**src/rtl/antares_load_store_unit_if.sv**
```systemverilog
// -----------------------------------------------------------------------------
// antares_load_store_unit_if
//
// Data-port bus between the load/store unit (master) and the data memory or
// bus fabric (slave). Single outstanding request/ready transaction.
//
// Signals:
//   dport_address  30  word address (byte address [31:2])
//   dport_data_o   32  lane-aligned write data, master -> slave
//   dport_wr        4  byte write enables, [3] = bits 31:24; 0000 for reads
//   dport_enable    1  transaction valid, held until ready/error/timeout
//   dport_data_i   32  read data, slave -> master
//   dport_ready     1  transaction complete (single-cycle pulse)
//   dport_error     1  slave error, valid with or without ready
// -----------------------------------------------------------------------------
interface antares_load_store_unit_if;
   logic [29:0] dport_address;
   logic [31:0] dport_data_o;
   logic [3:0]  dport_wr;
   logic        dport_enable;
   logic [31:0] dport_data_i;
   logic        dport_ready;
   logic        dport_error;

   modport master (
      output dport_address,
      output dport_data_o,
      output dport_wr,
      output dport_enable,
      input  dport_data_i,
      input  dport_ready,
      input  dport_error
   );

   modport slave (
      input  dport_address,
      input  dport_data_o,
      input  dport_wr,
      input  dport_enable,
      output dport_data_i,
      output dport_ready,
      output dport_error
   );
endinterface

```
**src/rtl/antares_load_store_unit.sv**
```systemverilog
// -----------------------------------------------------------------------------
// antares_load_store_unit
//
// Memory-stage data-port controller. Takes the effective address and store
// data from EX plus the decoded load/store controls, runs one request/ready
// transaction on the data port while stalling the pipeline, aligns store data
// into big-endian byte lanes, extracts/extends load data and raises
// address-error and bus-error exceptions.
//
// Parameters:
//   BUS_TIMEOUT              WAIT cycles without ready before a bus error (1-255)
//
// Ports:
//   clk, rst                 clock; synchronous active-high reset
//   mem_address              effective address (EX ALU result)
//   mem_store_data           store data, LSBs significant for byte/half
//   mem_mem_read/_write      load / store in MEM
//   mem_byte, mem_halfword   access size (byte wins); neither = word
//   mem_sign_extend          sign-extend loaded byte/half
//   mem_stall                global stall (includes our own request)
//   mem_flush                kill the instruction in MEM
//   mem_request_stall        stall request to the hazard unit
//   mem_read_data            formatted, registered load data
//   exc_address_error_load   misaligned load (combinational)
//   exc_address_error_store  misaligned store (combinational)
//   exc_bus_error            bus error or timeout on the current access
//   dport                    data-port bus, master side
// -----------------------------------------------------------------------------
module antares_load_store_unit #(
   parameter logic [7:0] BUS_TIMEOUT = 8'd255
) (
   input  logic        clk,
   input  logic        rst,
   input  logic [31:0] mem_address,
   input  logic [31:0] mem_store_data,
   input  logic        mem_mem_read,
   input  logic        mem_mem_write,
   input  logic        mem_byte,
   input  logic        mem_halfword,
   input  logic        mem_sign_extend,
   input  logic        mem_stall,
   input  logic        mem_flush,
   output logic        mem_request_stall,
   output logic [31:0] mem_read_data,
   output logic        exc_address_error_load,
   output logic        exc_address_error_store,
   output logic        exc_bus_error,
   antares_load_store_unit_if.master dport
);

   typedef enum logic [1:0] {StIdle, StWait, StDone} state_t;

   state_t      r_state;
   state_t      w_state_next;

   logic [7:0]  r_count;
   logic        r_flushed;
   logic [29:0] r_address;
   logic [31:0] r_data_o;
   logic [3:0]  r_wr;
   logic [31:0] r_read_data;
   logic        r_bus_error;

   // Load controls captured at start so formatting does not depend on the
   // MEM-stage inputs staying put during WAIT.
   logic        r_is_load;
   logic        r_byte;
   logic        r_half;
   logic        r_sext;
   logic [1:0]  r_lane;

   logic        w_idle;
   logic        w_wait;
   logic        w_done;
   logic        w_access;
   logic        w_word;
   logic        w_misaligned;
   logic        w_start;
   logic        w_ext_stall;
   logic [7:0]  w_count_inc;
   logic        w_timeout;
   logic        w_end;
   logic        w_killed;
   logic        w_good_ready;
   logic [31:0] w_store_data;
   logic [3:0]  w_store_wr;
   logic [7:0]  w_lane_byte;
   logic [15:0] w_lane_half;
   logic [31:0] w_load_data;

   // ---------------------------------------------------------------------------
   // Decode, alignment and start
   // ---------------------------------------------------------------------------
   assign w_idle       = (r_state == StIdle);
   assign w_wait       = (r_state == StWait);
   assign w_done       = (r_state == StDone);
   assign w_access     = mem_mem_read | mem_mem_write;
   assign w_word       = ~mem_byte & ~mem_halfword;
   assign w_misaligned = (~mem_byte & mem_halfword & mem_address[0]) |
                         (w_word & (mem_address[1:0] != 2'b00));
   assign w_start      = w_access & ~w_misaligned & ~mem_flush & w_idle;

   assign exc_address_error_load  = mem_mem_read & w_misaligned & w_idle & ~mem_flush;
   assign exc_address_error_store = mem_mem_write & w_misaligned & w_idle & ~mem_flush;

   // Never derived from mem_stall, which already contains this request.
   assign mem_request_stall = w_start | w_wait;

   // Stall coming from elsewhere in the pipeline; only meaningful in DONE.
   assign w_ext_stall = mem_stall & ~mem_request_stall;

   // ---------------------------------------------------------------------------
   // WAIT bookkeeping
   // ---------------------------------------------------------------------------
   // r_count holds completed WAIT cycles, so w_count_inc counts the current one
   // and the bus error fires on exactly the BUS_TIMEOUT-th WAIT cycle.
   assign w_count_inc  = r_count + 8'd1;
   assign w_timeout    = (w_count_inc == BUS_TIMEOUT);
   assign w_end        = dport.dport_ready | dport.dport_error | w_timeout;
   assign w_killed     = r_flushed | mem_flush;
   assign w_good_ready = dport.dport_ready & ~dport.dport_error;

   // ---------------------------------------------------------------------------
   // Store formatting (big-endian: addr[1:0] = 0 is bits 31:24)
   // ---------------------------------------------------------------------------
   always_comb begin
      w_store_data = mem_store_data;
      w_store_wr   = 4'b1111;
      if (mem_byte) begin
         w_store_data = {4{mem_store_data[7:0]}};
         w_store_wr   = 4'b1000 >> mem_address[1:0];
      end else if (mem_halfword) begin
         w_store_data = {2{mem_store_data[15:0]}};
         w_store_wr   = mem_address[1] ? 4'b0011 : 4'b1100;
      end
   end

   // ---------------------------------------------------------------------------
   // Load formatting
   // ---------------------------------------------------------------------------
   always_comb begin
      w_lane_byte = dport.dport_data_i[31:24];
      unique case (r_lane)
         2'd0:    w_lane_byte = dport.dport_data_i[31:24];
         2'd1:    w_lane_byte = dport.dport_data_i[23:16];
         2'd2:    w_lane_byte = dport.dport_data_i[15:8];
         2'd3:    w_lane_byte = dport.dport_data_i[7:0];
         default: w_lane_byte = dport.dport_data_i[31:24];
      endcase
      w_lane_half = r_lane[1] ? dport.dport_data_i[15:0] : dport.dport_data_i[31:16];

      if (r_byte) begin
         w_load_data = {{24{r_sext & w_lane_byte[7]}}, w_lane_byte};
      end else if (r_half) begin
         w_load_data = {{16{r_sext & w_lane_half[15]}}, w_lane_half};
      end else begin
         w_load_data = dport.dport_data_i;
      end
   end

   // ---------------------------------------------------------------------------
   // FSM
   // ---------------------------------------------------------------------------
   always_comb begin
      w_state_next = r_state;
      unique case (r_state)
         StIdle: begin
            if (w_start) begin
               w_state_next = StWait;
            end
         end
         StWait: begin
            // A flushed access still runs to completion on the bus, but there
            // is no one left to consume its result.
            if (w_end) begin
               w_state_next = w_killed ? StIdle : StDone;
            end
         end
         StDone: begin
            if (mem_flush || !w_ext_stall) begin
               w_state_next = StIdle;
            end
         end
         default: w_state_next = StIdle;
      endcase
   end

   always_ff @(posedge clk) begin
      if (rst) begin
         r_state <= StIdle;
      end else begin
         r_state <= w_state_next;
      end
   end

   // ---------------------------------------------------------------------------
   // Datapath registers
   // ---------------------------------------------------------------------------
   always_ff @(posedge clk) begin
      if (rst) begin
         r_count     <= 8'd0;
         r_flushed   <= 1'b0;
         r_address   <= 30'd0;
         r_data_o    <= 32'd0;
         r_wr        <= 4'd0;
         r_read_data <= 32'd0;
         r_bus_error <= 1'b0;
         r_is_load   <= 1'b0;
         r_byte      <= 1'b0;
         r_half      <= 1'b0;
         r_sext      <= 1'b0;
         r_lane      <= 2'd0;
      end else begin
         if (w_start) begin
            r_address <= mem_address[31:2];
            r_data_o  <= w_store_data;
            r_wr      <= mem_mem_write ? w_store_wr : 4'b0000;
            r_count   <= 8'd0;
            r_flushed <= 1'b0;
            r_is_load <= mem_mem_read & ~mem_mem_write;
            r_byte    <= mem_byte;
            r_half    <= ~mem_byte & mem_halfword;
            r_sext    <= mem_sign_extend;
            r_lane    <= mem_address[1:0];
         end

         if (w_wait) begin
            r_count <= w_count_inc;
            if (mem_flush) begin
               r_flushed <= 1'b1;
            end
            if (w_end) begin
               r_flushed <= 1'b0;
               if (!w_killed) begin
                  // A clean ready wins over a timeout landing on the same cycle.
                  if (w_good_ready) begin
                     if (r_is_load) begin
                        r_read_data <= w_load_data;
                     end
                  end else begin
                     r_bus_error <= 1'b1;
                     r_read_data <= 32'd0;
                  end
               end
            end
         end

         if (w_done && (w_state_next == StIdle)) begin
            r_bus_error <= 1'b0;
         end
      end
   end

   // ---------------------------------------------------------------------------
   // Outputs
   // ---------------------------------------------------------------------------
   assign mem_read_data       = r_read_data;
   assign exc_bus_error       = r_bus_error;
   assign dport.dport_address = r_address;
   assign dport.dport_data_o  = r_data_o;
   assign dport.dport_wr      = r_wr;
   assign dport.dport_enable  = w_wait;

endmodule

```
**src/flat_wrapper.sv**
```systemverilog
// flat-port wrapper written by rule: the top's interface ports become plain ports
module antares_load_store_unit_flat 
#(
   parameter logic [7:0] BUS_TIMEOUT = 8'd255
)
  (clk, rst, mem_address, mem_store_data, mem_mem_read, mem_mem_write, mem_byte, mem_halfword, mem_sign_extend, mem_stall, mem_flush, mem_request_stall, mem_read_data, exc_address_error_load, exc_address_error_store, exc_bus_error, dport_dport_address, dport_dport_data_o, dport_dport_wr, dport_dport_enable, dport_dport_data_i, dport_dport_ready, dport_dport_error);
  antares_load_store_unit_if dport_i ();
  input  logic clk;
  input  logic rst;
  input  logic [31:0] mem_address;
  input  logic [31:0] mem_store_data;
  input  logic mem_mem_read;
  input  logic mem_mem_write;
  input  logic mem_byte;
  input  logic mem_halfword;
  input  logic mem_sign_extend;
  input  logic mem_stall;
  input  logic mem_flush;
  output logic mem_request_stall;
  output logic [31:0] mem_read_data;
  output logic exc_address_error_load;
  output logic exc_address_error_store;
  output logic exc_bus_error;
  output wire logic [$bits(dport_i.dport_address)-1:0] dport_dport_address;
  output wire logic [$bits(dport_i.dport_data_o)-1:0] dport_dport_data_o;
  output wire logic [$bits(dport_i.dport_wr)-1:0] dport_dport_wr;
  output wire logic [$bits(dport_i.dport_enable)-1:0] dport_dport_enable;
  input wire logic [$bits(dport_i.dport_data_i)-1:0] dport_dport_data_i;
  input wire logic [$bits(dport_i.dport_ready)-1:0] dport_dport_ready;
  input wire logic [$bits(dport_i.dport_error)-1:0] dport_dport_error;
  assign dport_dport_address = dport_i.dport_address;
  assign dport_dport_data_o = dport_i.dport_data_o;
  assign dport_dport_wr = dport_i.dport_wr;
  assign dport_dport_enable = dport_i.dport_enable;
  assign dport_i.dport_data_i = dport_dport_data_i;
  assign dport_i.dport_ready = dport_dport_ready;
  assign dport_i.dport_error = dport_dport_error;
  antares_load_store_unit #(.BUS_TIMEOUT(BUS_TIMEOUT)) u_core (.clk(clk), .rst(rst), .mem_address(mem_address), .mem_store_data(mem_store_data), .mem_mem_read(mem_mem_read), .mem_mem_write(mem_mem_write), .mem_byte(mem_byte), .mem_halfword(mem_halfword), .mem_sign_extend(mem_sign_extend), .mem_stall(mem_stall), .mem_flush(mem_flush), .mem_request_stall(mem_request_stall), .mem_read_data(mem_read_data), .exc_address_error_load(exc_address_error_load), .exc_address_error_store(exc_address_error_store), .exc_bus_error(exc_bus_error), .dport(dport_i));
endmodule
```
**config.mk**
```make
export PLATFORM = sky130hd
export DESIGN_NAME = antares_load_store_unit_flat
export DESIGN_NICKNAME = d
export VERILOG_FILES = /design/src/rtl/antares_load_store_unit_if.sv /design/src/rtl/antares_load_store_unit.sv /design/src/flat_wrapper.sv
export SDC_FILE = /design/constraint.sdc
export NUM_CORES = 1
export LEC_CHECK = 0
export ABC_AREA = 1
export ABC_CLOCK_PERIOD_IN_PS = 1600
export CAP_MARGIN = 20
export CORE_MARGIN = 2
export CORE_UTILIZATION = 30
export DETAILED_ROUTE_END_ITERATION = 10
export REMOVE_ABC_BUFFERS = 1
export SETUP_SLACK_MARGIN = 0.1
export SYNTH_ARGS = -nofsm -noshare
export SYNTH_HDL_FRONTEND = slang
export SYNTH_SLANG_ARGS = --single-unit
```
**constraint.sdc**
```tcl
create_clock -name clk -period 1.6 [get_ports clk]
set_input_delay 0.48 -clock clk [delete_from_list [all_inputs] [get_ports clk]]
set_output_delay 0.48 -clock clk [all_outputs]
set_load 0.1 [all_outputs]
```
======== Word-level counts from Yosys, hierarchy flattened ========
Cells that the tools add are included.
Widths: inputs -> output; s select.
cells by class
  add/sub/neg operators ................... 1
  multipliers ............................. 0
  div/mod/pow operators ................... 0
  $lt $le $gt $ge ......................... 0
  equality and inequality tests ........... 7
  shift operators ......................... 1
  muxes and demuxes ....................... 23
  bitwise logic cells ..................... 33
  reductions and logical operators ........ 11
operator list
  kind                 number
  $mux 32              6
  $pmux 8 s4           1
  $and 1x1->1          18
  $mux 16              1
  $mux 4               4
  $mux 8               2
  $not 1->1            9
  $add 8x1->8 const B  1
  $eq 8x8->1 const B   1
  $mux 2               4
  $reduce_and 4->1     2
  $eq 2x2->1 const B   3
  $logic_not 2->1      3
  $or 1x1->1           6
  $pmux 2 s3           1
  $eq 2x1->1 const B   2
  $mux 1               4
  $reduce_bool 2->1    2
  $shr 4x2->4 const A  1
  $ne 2x1->1 const B   1
  $reduce_or 2->1      1
  $logic_and 1x1->1    1
  $logic_not 1->1      1
  $logic_or 1x1->1     1
storage, ports and cells
  bits in registers ....................... 116
  latch bits .............................. 0
  RAM bits ................................ 0
  bits in read-only memories .............. 0
  bits of input ports ..................... 107
  memories ................................ 0

======== Depth between registers and ports, before layout ========
Gate-level depths: netlist of run 1.
  word-level depth ........................ 18
  gate-level depth with buffers ........... 14
  gate-level depth less buffers ........... 13

======== Worst setup path before layout of run 1 ========
No wires, ideal clock.
  path kind ............................... input to output
  start ................................... in mem_address[1]
  end ..................................... out exc_address_error_load
  data arrival time ....................... 1.984 ns
  required time ........................... 1.120 ns
  setup slack ............................. -0.864 ns
  cell stages on the path ................. 4
  path through ............................ inv_1 > nand2_1 > o211ai_1 > nor2_1
between the ends
  cells in the longest elaborated chain, start to end .. 6
RTL lines
  element                    line                            text
  start: declaration         flat_wrapper.sv:10              input logic [31:0] mem_address;
  $reduce_bool 2->1          antares_load_store_unit.sv:100  (w_word & (mem_address[1:0] != 2'b00));
  $and 1x1->1                antares_load_store_unit.sv:100
  $or 1x1->1                 antares_load_store_unit.sv:99   assign w_misaligned = (~mem_byte & mem_halfword & mem_address[0]) |
  $and 1x1->1 (3 in series)  antares_load_store_unit.sv:103  assign exc_address_error_load = mem_mem_read & w_misaligned & w_idle & ~mem_flush;
  end: declaration           flat_wrapper.sv:21              output logic exc_address_error_load;
No other way between the ends.

======== Final worst setup path of run 1 ========
  start ................................... reg u_core.r_count[0]
  end ..................................... reg u_core.r_read_data[1], in the netlist u_core.mem_read_data[1]
between the ends
  cells in the longest elaborated chain, start to end .. 4
RTL lines
  element                            line                            text
  start: declaration                 antares_load_store_unit.sv:56   logic [7:0] r_count;
  start signal: assignment           antares_load_store_unit.sv:228  r_count <= w_count_inc;
  $add 8x1->8                        antares_load_store_unit.sv:117  assign w_count_inc = r_count + 8'd1;
  $eq 8x8->1                         antares_load_store_unit.sv:118  assign w_timeout = (w_count_inc == BUS_TIMEOUT);
  $or 1x1->1                         antares_load_store_unit.sv:119  assign w_end = dport.dport_ready | dport.dport_error | w_timeout;
  $reduce_and 4->1 (no source line)  -
  end signal: assignment             antares_load_store_unit.sv:238  r_read_data <= w_load_data;
  end: declaration                   antares_load_store_unit.sv:61   logic [31:0] r_read_data;
No other way between the ends.
A chain may end at the register's enable or synchronous reset.

==> results of run 1 <==
## cells by family (layout without fill, tap and decap cells)
family / Yosys count / after routing / synth area share
AO/OA/AOI/OAI: 155 / 155 / 0.144
buffers and inverters: 155 / 489 / 0.108
adder cells (fa/ha/maj): 2 / 2 / 0.00432
flip-flops: 116 / 116 / 0.401
AND/OR/NAND/NOR: 461 / 461 / 0.343
## flip-flops by register name, summed over array words and instances (netlist names)
name / cells
u_core.mem_read_data: 32
u_core.r_state: 2
u_core.r_is_load: 1
u_core.r_sext: 1
u_core.r_flushed: 1
u_core.r_half: 1
u_core.r_byte: 1
u_core.r_count: 8
u_core.r_lane: 2
u_core.dport.dport_data_o: 32
u_core.dport.dport_address: 30
u_core.dport.dport_wr: 4
u_core.exc_bus_error: 1
## per-stage QoR
| stage | hold slack [ns] | utilization | setup WS, ns | TNS (ns) | std cells |
|---|---|---|---|---|---|
| after global routing | 0.512 | 0.652 | -0.427 | -18.91 | 1483 |
| final | 0.497 | 0.652 | -0.328 | -11.81 | 1483 |
| after detailed placement | 0.473 | 0.517 | -0.815 | -66.50 | 1370 |
| after CTS | 0.480 | 0.625 | -0.288 | -9.45 | 1479 |
| after global placement | 0.469 | 0.517 | -0.741 | -64.65 | 1370 |
| after floorplan | 0.448 | - | -3.01 | -189.78 | 828 |
## synthesized netlist by cell type (4+ instances only)
| library cell | number | area, um^2 |
|---|---|---|
| clkbuf_1 | 35 | 131 |
| nand4_1 | 46 | 288 |
| a21oi_1 | 26 | 130 |
| o21ai_0 | 94 | 470 |
| a31oi_1 | 22 | 138 |
| dfxtp_1 | 116 | 2320 |
| nor2_1 | 146 | 548 |
| buf_2 | 16 | 80.1 |
| inv_2 | 4 | 15.0 |
| buf_1 | 7 | 26.3 |
| nand3_1 | 85 | 425 |
| inv_1 | 89 | 334 |
| nand2_1 | 177 | 664 |
## power by group through the flow
stage / logic [mW] / registers, mW / clock network (mW)
after CTS: 4.22 / 3.32 / 3.98
final: 4.49 / 3.38 / 3.98
after floorplan: 0.774 / 4.59 / 0
after global routing: 4.69 / 3.40 / 4.16
after detailed placement: 3.74 / 3.37 / 0
after global placement: 3.72 / 3.36 / 0
## layout make-up
type	instances	share of cell area
Clock buffer	20	0.0364
Sequential cell	116	0.197
Multi-Input combinational cell	618	0.287
Timing Repair Buffer	363	0.410
Clock inverter	12	0.0126
Inverter	94	0.0305
Tap cell	260	0.0265
## worst min-delay path: stages (launching register included)
cell,delay (ns)
dfxtp_2,0.35
nor2_1,0.05
nor2_1,0.07
## timing repair
action | CTS | global route
setup buffers | 78 | 19
pin swaps | 77 | 66
gates cloned | 18 | 1
setup endpoints to repair | 131 | 169
resized for setup | 187 | 203
## worst max path at each step
stage | startpoint | to | slack, ns | cells after the start
2_1_floorplan | u_core.r_state[0] | u_core.r_state[0] | -3.01 | 6
3_3_place_gp | mem_address[0] | exc_address_error_load | -0.74 | 7
3_5_place_dp | mem_address[0] | exc_address_error_load | -0.82 | 7
4_1_cts | u_core.r_state[1] | mem_request_stall | -0.29 | 6
5_1_grt | u_core.r_count[3] | u_core.mem_read_data[1] | -0.43 | 14
6_report | u_core.r_count[0] | u_core.mem_read_data[1] | -0.33 | 15
## metal layers
metal | GRT usage | routed length [um]
met1 | 0.268 | 9590
met5 | 0 | 0
met2 | 0.400 | 12600
met3 | 0.0976 | 2770
met4 | 0.108 | 813
==> key figures, run 1 <==
Synthesis
  – EDFF count, synth: 0
  – Synthesized cell area: slightly below 0.006 mm^2
  – Syn Area/Cell: between 6 and 7 um^2
  – Cells after Synth: 889
  – Register area share after synthesis: 0.401
  – Async set-reset flop share out of synthesis: 0
  – Ys flop type: dfxtp_1
  – Yosys warning count: 0
  – #FFs+latches synth: between 100 and 150
  – Netlist cell types: 28

Setup path
  – WP buf/inv: 4
  – Delay-heaviest family, CP: simple AND/OR/NAND/NOR gates
  – Critical Path Most Common Cell: nand2_2
  – Cell Chain, Critical Path: ha_4 -> inv_2 -> nand2_2 -> nand2_2 -> nor2_2 -> nand3_2 -> nor2_2 -> nand2_2 -> nand2_4 -> buf_6 -> buf_12 -> buf_12 -> nand4_1 -> nand2_1 -> nor2_1
  – Crit path required time: between 1.5 and 2 ns
  – Crit end category: flip-flop
  – R2r startpoint: u_core.r_count[0]
  – Critical-path maximum fanout: 8
  – Reg2reg end: u_core.mem_read_data[1]
  – Reg2Reg Setup Slack: -0.33 ns
  – Reg2reg path depth: 15
  – Crit Path Class: flip-flop to flip-flop
  – CP peak stage delay: 0.36 ns
  – Critical Path AT: 2.24 ns
  – Worst path slowest cell: dfxtp_2
  – Crit start category: flip-flop

Clock network
  – CTS tree: done
  – Worst-Skew Late Latency: 0.43 ns
  – CTS Buf Count: 17
  – Hold_buf cts: 0
  – Clock sinks: ~120
  – Clock Root Buffer: clkbuf_16
  – Reg clk slew, reported paths: approximately 0.06 ns
  – H-Tree Level Count: 4
  – Clk buf depth: 2

Global routing
  – Remaining Overflow, GRT: 0
  – Largest net degree at the start of global routing: 46
  – Vias in the first global route: around 7300
  – GRT Util Overall: 0.240
  – Initial antenna violation count: 0
  – First-pass GRT wire length: ~38 mm

Pwr
  – Switch share: 0.368
  – Clk pwr share: 0.336
  – Int Power: between 7 and 8 mW
  – Tot Pwr: between 10 and 15 mW
  – Power Dens Cells: ~970 mW/mm^2
  – Part of the power in registers: 0.285
  – Combinational share of power: 0.379
  – Leak: roughly 5 nW
  – Net Switching: ~4.4 mW
  – Max VDD drop: 0.000764 V

Placement
  – DP HPWL: roughly 15 mm
  – I/O Buffers: about 210
  – Placer Congestion: 0.845
  – Placed Area: slightly below 0.01 mm^2

Route
  – Vias/cell: approximately 5
  – Wire length per cell: roughly 17 um
  – Total number of vias: between 7000 and 8000
  – DR pass1 iterations: 6
  – WL final: 25.8 mm
  – 1st-iter DRT viols: between 500 and 600
  – Post-route DRC violation count: 0
  – Post-DRT Antenna Nets: 0

STA
  – Period utilization: 1.21
  – Worst slew pin tran: around 0.49 ns
  – Clock Skew: about 0.011 ns
  – Worst relative slew slack: 0.673
  – Final setup violation count: 78
  – RSZ-0062 raised after global routing: yes
  – Final worst setup slack: -0.328 ns
  – Final hold violation count: 0
  – Min Tclk post-route: 1.93 ns
  – Pins Over Slew Limit: 0
  – Highest clock rate: 519 MHz

Worst hold path
  – Min-delay src: u_core.dport.dport_address[26]
  – Hold Crit Depth: 2
  – Hold Path Class: flip-flop to flip-flop
  – WHS Endpoint: u_core.dport.dport_address[26]

Run
  – Max Cap Violations: 0

Finish
  – Commonest non-fill, non-tap cell in the layout: nand2_1
  – Area taken by multi-input logic gates: 0.00352 mm^2
  – Final-layout fill cell count: 1444
  – Area Growth Syn to Fin: 112%
  – Ant diodes: 0
  – Final #Nets: ~1300
  – Most frequent cells in the layout: 133 x nand2_1, 127 x buf_12, 111 x nor2_1, 99 x clkdlybuf4s50_1, 78 x nand3_1
  – Ratio of cells with drive above 1 in the final layout: 0.419
  – Finished Cell Area: about 0.012 mm^2
  – Register area: approximately 0.0024 mm^2

Floorplanning
  – Die height: 143 um
  – FP Rows: 50
  – Total core area: between 0.015 and 0.02 mm^2
  – IO Count: 210
  – Die width: ~140 um
  – Die area: a little over 0.02 mm^2
  – Initial Utilization: 0.307

Outcome
  – Status: finished, violations left
  – Failing checks: setup timing
No activity file was read; power rests on OpenSTA's default activity.
==> inputs of run 2 (changes only) <==
==> constraint.sdc (replaced) <==
create_clock -name clk -period 1.6 [get_ports clk]
set_input_delay 0.48 -clock clk [delete_from_list [all_inputs] [get_ports clk]]
set_output_delay 0.48 -clock clk [all_outputs]
set_load 0.01 [all_outputs]
==> key figures, run 2 (synthesized netlist as in run 1, its figures left out) <==
STA
  – Final hold violation count: 0 (unchanged)
  – Min Tclk post-route: 1.81 ns (-0.122 ns)
  – Final setup violation count: 42 (-46%)
  – Worst hold slack: 0.441 ns (-0.0561 ns)
  – RSZ-0062 raised after global routing: yes
  – Period utilization: 1.13 (-0.0761)
  – Highest clock rate: 554 MHz (+6.7%)
  – Clock Skew: 0.0104 ns (-0.000788 ns)
  – Worst relative slew slack: 0.647 (-0.0260)
  – Pins Over Slew Limit: 0 (unchanged)
  – Worst slew pin tran: 0.529 ns (+0.0390 ns)
  – Final worst setup slack: -0.206 ns (+0.122 ns)

Clock network
  – Clock Root Buffer: clkbuf_16
  – H-Tree Level Count: 4 (unchanged)
  – Worst-Skew Late Latency: 0.42 ns (about the same)
  – Clock sinks: 116 (unchanged)
  – Clk buf depth: 2 (unchanged)
  – Reg clk slew, reported paths: 0.06 ns (about the same)
  – CTS tree: done
  – CTS Buf Count: 17 (unchanged)
  – Hold_buf cts: 0 (unchanged)

Floorplanning
  – Die height: 143 um (unchanged)
  – Total core area: 0.0188 mm^2 (unchanged)
  – FP Rows: 50 (unchanged)
  – Initial Utilization: 0.307 (unchanged)
  – Die width: 143 um (unchanged)
  – Die area: 0.0204 mm^2 (unchanged)
  – IO Count: 210 (unchanged)

Global routing
  – GRT Util Overall: 0.203 (-0.0371)
  – Largest net degree at the start of global routing: 51 (+11%)
  – Remaining Overflow, GRT: 0 (unchanged)
  – Vias in the first global route: 6444 (-11%)
  – Initial antenna violation count: 1 (+1)
  – First-pass GRT wire length: 32.6 mm (-14%)

Finish
  – Final Core Density: 0.558 (-0.0936)
  – Area Growth Syn to Fin: 81.7%
  – Commonest non-fill, non-tap cell in the layout: nand2_1
  – Ratio of cells with drive above 1 in the final layout: 0.358 (-0.0607)
  – Final #Nets: 1303 (-1.2%)
  – Most frequent cells in the layout: 151 x nand2_1, 103 x nor2_1, 99 x clkdlybuf4s50_1, 90 x dfxtp_1, 80 x nand3_1

Setup path
  – Crit Path Class: flip-flop to primary output
  – Crit end category: primary output
  – Worst path slowest cell: dfxtp_2
  – Critical-path maximum fanout: 2 (-6)
  – Reg2Reg Setup Slack: -0.20 ns (+0.13 ns)
  – Critical Path AT: 1.33 ns (-0.91 ns)
  – CP peak stage delay: 0.33 ns (-0.03 ns)
  – R2r startpoint: u_core.r_count[0]
  – Reg2reg path depth: 14 (-1)
  – Last element of the critical path: mem_request_stall
  – Cell Chain, Critical Path: nor2_4 -> nand3_2 -> nand2_2 -> nand2_4 -> nand2_2 -> buf_6
  – Crit start category: flip-flop
  – Worst setup path startpoint: u_core.r_state[0]
  – Critical Path Most Common Cell: nand2_2
  – Reg2reg end: u_core.mem_read_data[1]
  – Crit path required time: 1.12 ns (-0.79 ns)

Pwr
  – Max VDD drop: 0.000755 V (-1.3%)
  – Power Dens Cells: 928 mW/mm^2 (-3.9%)
  – Leak: 4.51 nW (-10%)

Route
  – 1st-iter DRT viols: 403 (-27%)
  – DR pass1 iterations: 6 (unchanged)
  – Wire length per cell: 15.8 um (-9.3%)
  – Post-route DRC violation count: 0 (unchanged)
  – Post-DRT Antenna Nets: 0 (unchanged)
  – Vias/cell: 4.86 (-4.4%)
  – WL final: 23.2 mm (-10%)
  – Total number of vias: 7139 (-5.3%)

Placement
  – Placer Congestion: 0.869 (+2.9%)
  – I/O Buffers: 209 (unchanged)
  – DP HPWL: 14.2 mm (-2.6%)
  – Post-place setup slack: -1.01 ns (-0.197 ns)

Run
  – Max Cap Violations: 0 (unchanged)

Worst hold path
  – Hold Crit Depth: 2 (unchanged)
  – Hold Path Class: flip-flop to flip-flop

Outcome
  – Failing checks: setup timing
  – Status: finished, violations left
-- run 2: cell count changes in the layout (fill, tap and decap cells not counted), sizes merged --
cell | previous run | this run
clkbuf | 21 | 73
bufbuf | 1 | 0
clkdlybuf4s15 | 0 | 21
inv | 93 | 99
diode | 0 | 1
clkinvlp | 6 | 3
clkinv | 4 | 6
bufinv | 3 | 2
buf | 259 | 167
-- run 2: worst min path at each step --
stage / startpoint / endpoint / slack (ns)
after floorplan: u_core.r_count[7] / u_core.r_count[7] / 0.45
after global placement: u_core.exc_bus_error / u_core.exc_bus_error / 0.43
after detailed placement: u_core.exc_bus_error / u_core.exc_bus_error / 0.44
after CTS: mem_address[0] / u_core.r_lane[0] / 0.40
after global routing: mem_address[0] / u_core.r_lane[0] / 0.43
final: u_core.exc_bus_error / u_core.exc_bus_error / 0.44
-- run 2: cell type report --
cell class | instances | area [um^2]
inverter | 94 | 384
clock inverter | 15 | 171
clock buffer | 17 | 425
timing repair inverter | 1 | 16.3
multi-input combinational | 618 | 3500
timing repair buffer | 346 | 3340
fill | 1750 | 8310
antenna | 1 | 2.50
sequential | 116 | 2350
tap | 260 | 325
-- run 2: critical path, delay by kind of cell, from the launching register on --
kind,cells,cell delay [ns]
DFF,1,0.33
buffers and inverters,1,0.10
and+or+nand+nor,5,0.47
-- run 2: power by group --
part           switching (mW)  leakage, nW  internal (mW)  total (mW)
logic                    1.28         3.27           1.28        2.56
clock network            1.59        0.285           2.34        3.93
registers               0.168        0.961           3.10        3.27
-- run 2: through the flow --
stage | instances | instance area (um^2) | total power [mW] | setup TNS, ns
after floorplan | 828 | 5520 | 4.09 | -122.44
after global placement | 1375 | 8750 | 5.31 | -86.23
after detailed placement | 1375 | 8750 | 5.32 | -88.53
after CTS | 1433 | 9720 | 9.27 | -4.71
after global routing | 1467 | 10500 | 10.2 | -9.93
final | 1468 | 10500 | 9.76 | -5.41
-- run 2: what timing repair did --
action	4_1_cts	5_1_grt
setup buffers	29	19
resized for setup	345	307
pin swaps	22	64
endpoints found under the setup margin	218	188
cloned	1	17
-- run 2: metal layers --
metal  share of wire  track usage
met1            0.41        0.245
met2            0.47        0.321
met3            0.10       0.0926
met4           0.019       0.0667
met5               0            0
==> inputs of run 3 (changes only) <==
--- a/config.mk
+++ b/config.mk
@@ -8,10 +8,10 @@
 export ABC_AREA = 1
 export ABC_CLOCK_PERIOD_IN_PS = 1600
 export CAP_MARGIN = 20
+export CORE_ASPECT_RATIO = 0.75
 export CORE_MARGIN = 2
 export CORE_UTILIZATION = 30
 export DETAILED_ROUTE_END_ITERATION = 10
-export REMOVE_ABC_BUFFERS = 1
 export SETUP_SLACK_MARGIN = 0.1
 export SYNTH_ARGS = -nofsm -noshare
 export SYNTH_HDL_FRONTEND = slang
==> key figures, run 3 (synthesized netlist as in run 1, its figures left out) <==
Setup path
  – Critical Path Most Common Cell: nand2_4
  – Critical-path maximum fanout: 2 (unchanged)
  – Worst setup path startpoint: u_core.r_state[0]
  – Crit end category: primary output
  – Cell Chain, Critical Path: nor2_4 -> nand3_2 -> nand2_2 -> nand2_4 -> nand2_4 -> buf_6
  – Reg2reg path depth: 14 (unchanged)
  – Last element of the critical path: mem_request_stall
  – Reg2reg end: u_core.mem_read_data[12]
  – Crit path required time: 1.12 ns (about the same)
  – Worst path slowest cell: dfxtp_2
  – Critical Path AT: 1.35 ns (+0.02 ns)
  – Crit start category: flip-flop
  – CP peak stage delay: 0.33 ns (about the same)
  – Reg2Reg Setup Slack: -0.22 ns (-0.02 ns)
  – Crit Path Class: flip-flop to primary output
  – R2r startpoint: u_core.r_count[1]

Clock network
  – CTS Buf Count: 17 (unchanged)
  – Clk buf depth: 2 (unchanged)
  – Worst-Skew Late Latency: 0.41 ns (about the same)
  – Clock sinks: 116 (unchanged)
  – H-Tree Level Count: 4 (unchanged)
  – Clock Root Buffer: clkbuf_16
  – CTS tree: done
  – Reg clk slew, reported paths: 0.06 ns (about the same)

Finish
  – Area Growth Syn to Fin: 81.6% (about the same)
  – Commonest non-fill, non-tap cell in the layout: nand2_1
  – Finished Cell Area: 0.0105 mm^2 (about the same)
  – Ratio of cells with drive above 1 in the final layout: 0.331 (-0.0268)
  – Final #Nets: 1296 (-0.54%)
  – Final Core Density: 0.561 (+0.00301)
  – Ant diodes: 0 (-1)
  – Final-layout fill cell count: 1720 (-1.7%)
  – Most frequent cells in the layout: 168 x nand2_1, 110 x nor2_1, 103 x dfxtp_1, 99 x clkdlybuf4s50_1, 84 x inv_1

Pwr
  – Power Dens Cells: 967 mW/mm^2 (+4.2%)
  – Max VDD drop: 0.000634 V (-16%)
  – Leak: 4.53 nW (+0.44%)

Placement
  – I/O Buffers: 209 (unchanged)
  – Placed Area: 0.00865 mm^2 (-1.0%)
  – Post-place setup slack: -1.07 ns (-0.0605 ns)
  – Placer Congestion: 0.914 (+5.2%)
  – DP HPWL: 14.5 mm (+1.9%)

Floorplanning
  – Die width: 164 um (+15%)
  – Die area: 0.0204 mm^2 (about the same)
  – Die height: 124 um (-13%)
  – Initial Utilization: 0.309 (+0.00177)
  – FP Rows: 43 (-14%)
  – Total core area: 0.0187 mm^2 (-0.57%)
  – IO Count: 210 (unchanged)

Route
  – DR pass1 iterations: 5 (-1)
  – Wire length per cell: 16.4 um (+3.6%)
  – 1st-iter DRT viols: 607 (+51%)
  – Vias/cell: 4.92 (+1.3%)
  – Total number of vias: 7120 (-0.27%)
  – Post-DRT Antenna Nets: 0 (unchanged)
  – WL final: 23.7 mm (+2.1%)
  – Post-route DRC violation count: 0 (unchanged)

STA
  – Setup TNS: -7.06 ns (-1.65 ns)
  – Final worst setup slack: -0.228 ns (-0.0215 ns)
  – Highest clock rate: 547 MHz (-1.2%)
  – Worst slew pin tran: 0.449 ns (-0.0805 ns)
  – RSZ-0062 raised after global routing: yes
  – Pins Over Slew Limit: 0 (unchanged)
  – Worst hold slack: 0.397 ns (-0.0444 ns)
  – Worst relative slew slack: 0.701 (+0.0537)
  – Min Tclk post-route: 1.83 ns (+0.0215 ns)
  – Clock Skew: 0.00682 ns (-0.00362 ns)
  – Period utilization: 1.14 (+0.0134)
  – Final setup violation count: 80 (+90%)
  – Final hold violation count: 0 (unchanged)

Global routing
  – Initial antenna violation count: 0 (-1)
  – Gr busiest metal: met2
  – Met3 Track Usage GR: 0.0643 (-0.0283)
  – Remaining Overflow, GRT: 0 (unchanged)
  – Met2 GRT Util: 0.339 (+0.0188)
  – Vias in the first global route: 6617 (+2.7%)
  – Largest net degree at the start of global routing: 47 (-7.8%)
  – GRT Util Overall: 0.223 (+0.0207)
  – First-pass GRT wire length: 36.0 mm (+10%)
  – Grt met1 use: 0.311 (+0.0663)

Synthesis
  – Mapped Nets: about 1000

Run
  – Max Cap Violations: 0 (unchanged)

Outcome
  – Failing checks: setup timing
  – Status: finished, violations left

Worst hold path
  – Hold Path Class: input port to flip-flop
==> run 3: repair_timing <==
| action | in CTS | in global routing |
|---|---|---|
| hold buffers | 0 | 0 |
| pin swaps | 30 | 36 |
| cloned | 14 | 6 |
| setup endpoints to repair | 218 | 205 |
| gates resized for setup | 369 | 239 |
| buffers inserted | 30 | 15 |
==> run 3: routing by layer <==
layer / share of wire / wire length [um]
met1: 0.46 / 10800
met2: 0.44 / 10500
met3: 0.079 / 1880
met4: 0.019 / 455
met5: 0 / 0
==> run 3: layout make-up <==
class                           instances  area [um^2]  share of cell area
Clock buffer                           22          464              0.0442
Clock inverter                          9          176              0.0168
Inverter                               94          384              0.0365
Multi-Input combinational cell        618         3400               0.323
Sequential cell                       116         2340               0.223
Tap cell                              247          309              0.0294
Timing Repair Buffer                  339         3420               0.325
Timing Repair inverter                  1         16.3             0.00155
==> run 3: power by group <==
group / total [mW] / internal [mW] / switching, mW
logic: 2.69 / 1.35 / 1.34
registers: 3.24 / 3.10 / 0.146
clock network: 4.23 / 2.84 / 1.40
==> run 3: worst min-delay path by stage <==
stage	from	cells after the start	to
final	mem_address[1]	4	u_core.dport.dport_wr[3]
after global routing	mem_address[1]	4	u_core.dport.dport_wr[3]
after detailed placement	u_core.exc_bus_error	2	u_core.exc_bus_error
after CTS	mem_address[1]	4	u_core.dport.dport_wr[2]
after global placement	u_core.exc_bus_error	2	u_core.exc_bus_error
after floorplan	u_core.r_count[0]	1	u_core.r_count[0]
==> run 3: through the flow <==
| stage | power (mW) | std cells |
|---|---|---|
| floorplan | 4.20 | 889 |
| finish | 10.2 | 1446 |
| detailed placement | 5.27 | 1357 |
| global placement | 5.26 | 1357 |
| global route | 10.6 | 1446 |
| CTS | 9.92 | 1431 |
==> run 3: critical path: cells and delay by family (launching register included) <==
family	cells	cell delay, ns
flops	1	0.33
buf+inv	1	0.10
simple gates	5	0.51
